`config.mk`:
```
export PLATFORM = sky130hd
export DESIGN_NAME = inv_haar_stream_flat
export DESIGN_NICKNAME = d
export VERILOG_FILES = /design/src/rtl/inv_haar_pkg.sv /design/src/rtl/inv_haar_stream_if.sv /design/src/rtl/inv_haar_butterfly.sv /design/src/rtl/inv_haar_stream.sv /design/src/flat_wrapper.sv
export SDC_FILE = /design/constraint.sdc
export NUM_CORES = 1
export LEC_CHECK = 0
export ABC_AREA = 1
export CAP_MARGIN = 20
export CORE_ASPECT_RATIO = 0.5
export CORE_MARGIN = 1
export CORE_UTILIZATION = 35
export DETAILED_ROUTE_END_ITERATION = 10
export GPL_TIMING_DRIVEN = 0
export HOLD_SLACK_MARGIN = 0.02
export PLACE_DENSITY_LB_ADDON = 0.08
export REMOVE_ABC_BUFFERS = 1
export SETUP_SLACK_MARGIN = 0.02
export SKIP_LAST_GASP = 1
export SYNTH_ARGS = -nofsm -noshare
export SYNTH_HDL_FRONTEND = slang
export SYNTH_HIERARCHICAL = 1
export SYNTH_SLANG_ARGS = --single-unit
```
`constraint.sdc`:
```
create_clock -name HCLK -period 3.9 [get_ports HCLK]
set_input_delay 0.78 -clock HCLK [delete_from_list [all_inputs] [get_ports HCLK]]
set_output_delay 0.78 -clock HCLK [all_outputs]
set_load 0.03 [all_outputs]
```
`src/rtl/inv_haar_pkg.sv`:
```
// inv_haar_pkg: shared definitions for the inverse Haar stream block.
//   - state_t       : reconstruction FSM states (S_IDLE / S_EVEN / S_ODD)
//   - DEF_*         : default image geometry and sample widths
package inv_haar_pkg;

  localparam int DEF_WIDTH  = 20;
  localparam int DEF_HEIGHT = 30;
  localparam int DEF_CH     = 3;
  localparam int DEF_COEF_W = 10;
  localparam int DEF_PIX_W  = 8;

  typedef enum logic [1:0] {
    S_IDLE = 2'd0,
    S_EVEN = 2'd1,
    S_ODD  = 2'd2
  } state_t;

endpackage

```
`src/rtl/inv_haar_stream_if.sv`:
```
// inv_haar_stream_if: coefficient-in / pixel-out stream bundle.
//   in_valid/in_ready, in_l, in_h      : low/high-band coefficient pair stream
//   out_valid/out_ready, out_pix       : reconstructed pixel stream
//   out_sof/out_eol/out_eof            : frame position tags (qualified by out_valid)
//   frame_done                         : one-cycle pulse after the last pixel of a frame
// Modports: slave = the reconstruction block, master = source/sink driving it.
interface inv_haar_stream_if
  import inv_haar_pkg::*;
#(
  parameter int CH     = DEF_CH,
  parameter int COEF_W = DEF_COEF_W,
  parameter int PIX_W  = DEF_PIX_W
) ();

  logic                  in_valid;
  logic                  in_ready;
  logic [CH*COEF_W-1:0]  in_l;
  logic [CH*COEF_W-1:0]  in_h;
  logic                  out_valid;
  logic                  out_ready;
  logic [CH*PIX_W-1:0]   out_pix;
  logic                  out_sof;
  logic                  out_eol;
  logic                  out_eof;
  logic                  frame_done;

  modport slave (
    input  in_valid, in_l, in_h, out_ready,
    output in_ready, out_valid, out_pix, out_sof, out_eol, out_eof, frame_done
  );

  modport master (
    output in_valid, in_l, in_h, out_ready,
    input  in_ready, out_valid, out_pix, out_sof, out_eol, out_eof, frame_done
  );

endinterface

```
`src/rtl/inv_haar_butterfly.sv`:
```
// inv_haar_butterfly: one-channel inverse Haar butterfly (combinational).
//   l, h      : signed low/high-band coefficients
//   even_pix  : converted L+H
//   odd_pix   : converted L-H
// Macro INV_HAAR_SAT_EN: defined -> clamp to [0, 2^PIX_W-1];
//                        undefined -> keep the low PIX_W bits (wrap).
module inv_haar_butterfly #(
  parameter int COEF_W = 10,
  parameter int PIX_W  = 8
) (
  input  logic signed [COEF_W-1:0] l,
  input  logic signed [COEF_W-1:0] h,
  output logic        [PIX_W-1:0]  even_pix,
  output logic        [PIX_W-1:0]  odd_pix
);

`ifdef INV_HAAR_SAT_EN
  localparam int PMAX = (1 << PIX_W) - 1;

  logic signed [COEF_W:0] sum;
  logic signed [COEF_W:0] diff;

  // One guard bit makes both results exact.
  assign sum  = {l[COEF_W-1], l} + {h[COEF_W-1], h};
  assign diff = {l[COEF_W-1], l} - {h[COEF_W-1], h};

  function automatic logic [PIX_W-1:0] clamp(input logic signed [COEF_W:0] v);
    int vi;
    vi = int'(v);
    if (vi < 0)         clamp = '0;
    else if (vi > PMAX) clamp = '1;
    else                clamp = v[PIX_W-1:0];
  endfunction

  always_comb begin
    even_pix = clamp(sum);
    odd_pix  = clamp(diff);
  end
`else
  assign even_pix = PIX_W'({l[COEF_W-1], l} + {h[COEF_W-1], h});
  assign odd_pix  = PIX_W'({l[COEF_W-1], l} - {h[COEF_W-1], h});
`endif

endmodule

```
`src/rtl/inv_haar_stream.sv`:
```
// inv_haar_stream: streaming inverse Haar reconstruction. Each accepted
// coefficient pair (L,H) yields two pixels: even = L+H, then odd = L-H,
// tagged with frame position (sof/eol/eof) and a frame_done pulse.
//   HCLK   : clock, rising edge
//   HRESET : synchronous active-high reset
//   bus    : inv_haar_stream_if.slave (coefficient in, pixel out, tags)
// Macro INV_HAAR_SAT_EN selects clamping instead of wrapping conversion.
module inv_haar_stream
  import inv_haar_pkg::*;
#(
  parameter int WIDTH  = DEF_WIDTH,
  parameter int HEIGHT = DEF_HEIGHT,
  parameter int CH     = DEF_CH,
  parameter int COEF_W = DEF_COEF_W,
  parameter int PIX_W  = DEF_PIX_W
) (
  input  logic              HCLK,
  input  logic              HRESET,
  inv_haar_stream_if.slave  bus
);

  localparam int XW = (WIDTH  > 1) ? $clog2(WIDTH)  : 1;
  localparam int YW = (HEIGHT > 1) ? $clog2(HEIGHT) : 1;
  localparam logic [XW-1:0] X_LAST = XW'(WIDTH - 1);
  localparam logic [YW-1:0] Y_LAST = YW'(HEIGHT - 1);

  state_t               state_q, state_d;
  logic [CH*COEF_W-1:0] l_q, l_d, h_q, h_d;
  logic [XW-1:0]        x_q, x_d;
  logic [YW-1:0]        y_q, y_d;
  logic                 frame_done_q, frame_done_d;

  logic [CH*PIX_W-1:0]  even_w, odd_w;
  logic                 in_ready_w, out_valid_w, in_hs, out_hs;
  logic                 sof_w, eol_w, eof_w;

  for (genvar c = 0; c < CH; c++) begin : g_ch
    inv_haar_butterfly #(
      .COEF_W (COEF_W),
      .PIX_W  (PIX_W)
    ) u_bf (
      .l        (l_q[c*COEF_W +: COEF_W]),
      .h        (h_q[c*COEF_W +: COEF_W]),
      .even_pix (even_w[c*PIX_W +: PIX_W]),
      .odd_pix  (odd_w[c*PIX_W +: PIX_W])
    );
  end

  // Handshake decode; in S_ODD the next pair is taken in the same cycle the
  // odd pixel leaves, which is what gives one pair per two cycles.
  always_comb begin
    in_ready_w  = 1'b0;
    out_valid_w = 1'b0;
    case (state_q)
      S_IDLE:  in_ready_w = 1'b1;
      S_EVEN:  out_valid_w = 1'b1;
      S_ODD: begin
        out_valid_w = 1'b1;
        in_ready_w  = bus.out_ready;
      end
      default: ;
    endcase
  end

  assign in_hs  = bus.in_valid && in_ready_w;
  assign out_hs = out_valid_w && bus.out_ready;
  assign sof_w  = (x_q == '0) && (y_q == '0);
  assign eol_w  = (x_q == X_LAST);
  assign eof_w  = eol_w && (y_q == Y_LAST);

  always_comb begin
    state_d      = state_q;
    l_d          = l_q;
    h_d          = h_q;
    x_d          = x_q;
    y_d          = y_q;
    frame_done_d = out_hs && eof_w;

    if (in_hs) begin
      l_d = bus.in_l;
      h_d = bus.in_h;
    end

    case (state_q)
      S_IDLE: if (bus.in_valid) state_d = S_EVEN;
      S_EVEN: if (bus.out_ready) state_d = S_ODD;
      S_ODD:  if (bus.out_ready) state_d = bus.in_valid ? S_EVEN : S_IDLE;
      default: state_d = S_IDLE;
    endcase

    if (out_hs) begin
      if (eol_w) begin
        x_d = '0;
        y_d = (y_q == Y_LAST) ? '0 : y_q + 1'b1;
      end else begin
        x_d = x_q + 1'b1;
      end
    end
  end

  always_ff @(posedge HCLK) begin
    if (HRESET) begin
      state_q      <= S_IDLE;
      l_q          <= '0;
      h_q          <= '0;
      x_q          <= '0;
      y_q          <= '0;
      frame_done_q <= 1'b0;
    end else begin
      state_q      <= state_d;
      l_q          <= l_d;
      h_q          <= h_d;
      x_q          <= x_d;
      y_q          <= y_d;
      frame_done_q <= frame_done_d;
    end
  end

  // Outputs are forced quiet for the whole reset interval, not just after
  // the first reset edge.
  assign bus.in_ready   = !HRESET && in_ready_w;
  assign bus.out_valid  = !HRESET && out_valid_w;
  assign bus.out_pix    = HRESET ? '0 : ((state_q == S_ODD) ? odd_w : even_w);
  assign bus.out_sof    = !HRESET && out_valid_w && sof_w;
  assign bus.out_eol    = !HRESET && out_valid_w && eol_w;
  assign bus.out_eof    = !HRESET && out_valid_w && eof_w;
  assign bus.frame_done = !HRESET && frame_done_q;

endmodule

```
`src/flat_wrapper.sv`:
```
// flat-port wrapper written by rule: the top's interface ports become plain ports
module inv_haar_stream_flat import inv_haar_pkg::*;
#(
  parameter int WIDTH  = DEF_WIDTH,
  parameter int HEIGHT = DEF_HEIGHT,
  parameter int CH     = DEF_CH,
  parameter int COEF_W = DEF_COEF_W,
  parameter int PIX_W  = DEF_PIX_W
)
  (HCLK, HRESET, bus_in_valid, bus_in_l, bus_in_h, bus_out_ready, bus_in_ready, bus_out_valid, bus_out_pix, bus_out_sof, bus_out_eol, bus_out_eof, bus_frame_done);
  inv_haar_stream_if #(.CH(CH), .COEF_W(COEF_W), .PIX_W(PIX_W)) bus_i ();
  input  logic HCLK;
  input  logic HRESET;
  input wire logic [$bits(bus_i.in_valid)-1:0] bus_in_valid;
  input wire logic [$bits(bus_i.in_l)-1:0] bus_in_l;
  input wire logic [$bits(bus_i.in_h)-1:0] bus_in_h;
  input wire logic [$bits(bus_i.out_ready)-1:0] bus_out_ready;
  output wire logic [$bits(bus_i.in_ready)-1:0] bus_in_ready;
  output wire logic [$bits(bus_i.out_valid)-1:0] bus_out_valid;
  output wire logic [$bits(bus_i.out_pix)-1:0] bus_out_pix;
  output wire logic [$bits(bus_i.out_sof)-1:0] bus_out_sof;
  output wire logic [$bits(bus_i.out_eol)-1:0] bus_out_eol;
  output wire logic [$bits(bus_i.out_eof)-1:0] bus_out_eof;
  output wire logic [$bits(bus_i.frame_done)-1:0] bus_frame_done;
  assign bus_i.in_valid = bus_in_valid;
  assign bus_i.in_l = bus_in_l;
  assign bus_i.in_h = bus_in_h;
  assign bus_i.out_ready = bus_out_ready;
  assign bus_in_ready = bus_i.in_ready;
  assign bus_out_valid = bus_i.out_valid;
  assign bus_out_pix = bus_i.out_pix;
  assign bus_out_sof = bus_i.out_sof;
  assign bus_out_eol = bus_i.out_eol;
  assign bus_out_eof = bus_i.out_eof;
  assign bus_frame_done = bus_i.frame_done;
  inv_haar_stream #(.WIDTH(WIDTH), .HEIGHT(HEIGHT), .CH(CH), .COEF_W(COEF_W), .PIX_W(PIX_W)) u_core (.HCLK(HCLK), .HRESET(HRESET), .bus(bus_i));
endmodule
```
==> metrics.md <==
| Metric | Value |
|---|---|
| Worst hold margin | ~0.47 ns |
| DR DRC count | 0 |
| CTS tree | done |
| Post-synthesis cell count | about 800 |
| Die area | 15100 sq um |
| Post-route insts no fill | 1038 |
| Slew @ Worst Pin | 0.622 ns |
| H-tree levels | 3 |
| CP max stage cell | clkdlybuf4s50_1 |
| Total negative slack | 0 ns |
| Fraction of layout cells with a size suffix above 1 | 0.0567 |
| CORE AREA | approximately 14000 sq um |
| Crit path max-delay family | buffers and inverters |
| Fin util | 0.454 |
| Area delta synth->final | 23.7% |
| Worst path required time | 3.12 ns |
| Setup Skew | 0.00300 ns |
| Setup violators final | 0 |
| Max Root-Sink Buffers | 2 |
| Nature of the critical path startpoint | primary input |
| RSZ-0062 raised after global routing | true |
| # fillers | about 1500 |
| Vias per inst | 4.76 |
| Initial DRC Count | 264 |
| Critical path arrival | ~3 ns |
| Synth Warn # | 6 |
| Final hold violation count | 0 |
| Gpl congestion | approximately 0.86 |
| Sequential cell area | 1220 sq um |
| PD cells | 604 nW/um^2 |
| Final ANT Viol Nets | 0 |
| GRT Total Usage | 0.186 |
| Maximum VDD drop | 0.264 mV |
| Cts repair resizes | 3 |
| Buf/Inv on CP | 4 |
| Min Tclk post-route | roughly 3.7 ns |
| Maxcap violations | 0 |
| Largest net degree at the start of global routing | 52 |
| Slew Limit Headroom | 0.585 |
| F_max | 267 MHz |
| Total design power | 3.81 mW |
| Chip width | 173 um |
| Number of post-CTS setup repair buffers | 0 |
| P_leak | 2.97 nW |
| # diodes | 0 |
| Avg WL per Cell | 12.8 um |
| Placed inst area | 5980 sq um |
| Clock transition at the registers of the reported paths | 0.05 ns |
| Number of I/O port buffers | 81 |
| Synth Cell Area | ~5100 sq um |
| Inst Count DP | 1021 |
| First-pass GRT wire length | 22500 um |
| Multi-input gate area | 3270 sq um |
| Met2 usage | 0.301 |
| Post-cts hold buffer count | 0 |
| GR met3 Demand/Resource | 0.0471 |
| Die height | approximately 87 um |
| Drt pass-1 iters | 4 |
| Placement Setup Slack | -0.272 ns |
| Clock tree root buffer cell | clkbuf_16 |
| DRT Wirelength | approximately 13000 um |
| Vias in the first global route | 4654 |
| CP max stage delay | ~0.59 ns |
| Avg Cell Area, Syn | 6.44 sq um |
| Critical-path cell list | buf_2 > buf_12 > clkinvlp_4 > o21ai_0 > nor2_1 > clkdlybuf4s50_1 |
| Clk sinks | 61 |
| Worst Hold Class | reg2reg |
| Skew-Pair Late Insertion Delay | 0.34 ns |
| Overflow after GRT | 0 |
| Post-DP HPWL | 9380 um |
| Site row count | 30 |
| GR Layer Usage met1 | 0.250 |
| Critical path class | in2out |
| Max-slew violations | 0 |
| Global route hottest layer | met2 |
| Crit-path max FO | 33 |
| Setup ws final | 0.156 ns |
| Finished Cell Area | 6310 sq um |
| Top-level I/O count | 94 |
| Setup crit end kind | output pin |
| Starting Density | 0.367 |
| Clock buffer count from CTS | 9 |
| Tcrit/Tclk final | 0.960 |
| Status | finished clean |
| Initial antenna violation count | 0 |
| Vias post-DR | 4943 |
| Nets | 964 |
==> registers in the layout (all words and copies together) (netlist names) <==
register,count
u_core/h_q,24
u_core/x_q,5
u_core/state_q,2
u_core/l_q,24
u_core/frame_done_q,1
u_core/y_q,5
==> worst min-delay path, cell delays in order (launching register included) <==
cell	delay (ns)
dfxtp_1	0.32
nand2_1	0.06
nand2_1	0.04
==> power by group <==
part           switching [mW]  internal [mW]
registers              0.0997          0.739
logic                    1.38          0.830
clock network           0.296          0.461
total                    1.78           2.03
==> path summary, 6_finish.rpt <==
| path | from | to | slack (ns) | depth (start not counted) |
|---|---|---|---|---|
| worst max register to register | u_core/state_q[0] | u_core/l_q[24] | 1.09 | 8 |
| worst min-delay path | u_core/y_q[4] | u_core/y_q[4] | 0.47 | 2 |
| worst min register to register | u_core/y_q[4] | u_core/y_q[4] | 0.47 | 2 |
| worst max-delay path | HRESET | bus_out_pix[21] | 0.16 | 6 |
==> layout make-up <==
type | count | area share
Multi-Input combinational cell | 579 | 0.519
Timing Repair Buffer | 85 | 0.142
Inverter | 105 | 0.0633
Clock inverter | 4 | 0.00357
Tap cell | 192 | 0.0381
Sequential cell | 61 | 0.194
Clock buffer | 12 | 0.0407
==> cells in the final DEF (no fill, tap or decap), types with 3 or more instances in the layout <==
cell and instances:
xnor2_1 3, nand4_1 54, inv_2 8, xor2_1 18
nand2_2 5, or2_1 4, clkdlybuf4s50_1 79, a21oi_1 64
nand2_1 198, ha_1 52, inv_1 95, clkinv_2 4
nand3_2 3, clkbuf_16 9, nand3_1 36, nand3b_1 6
fa_1 6, dfxtp_1 61, nor2_1 87, o21ai_0 31
a21oi_2 3
==> layer usage <==
| layer | vias to the layer above | wire length [um] |
|---|---|---|
| met1 | 2228 | 6920 |
| met2 | 82 | 5680 |
| li1 | 2624 | - |
| met3 | 9 | 577 |
| met4 | 0 | 90 |
| met5 | - | 0 |
(Power assumes the default switching activity.)
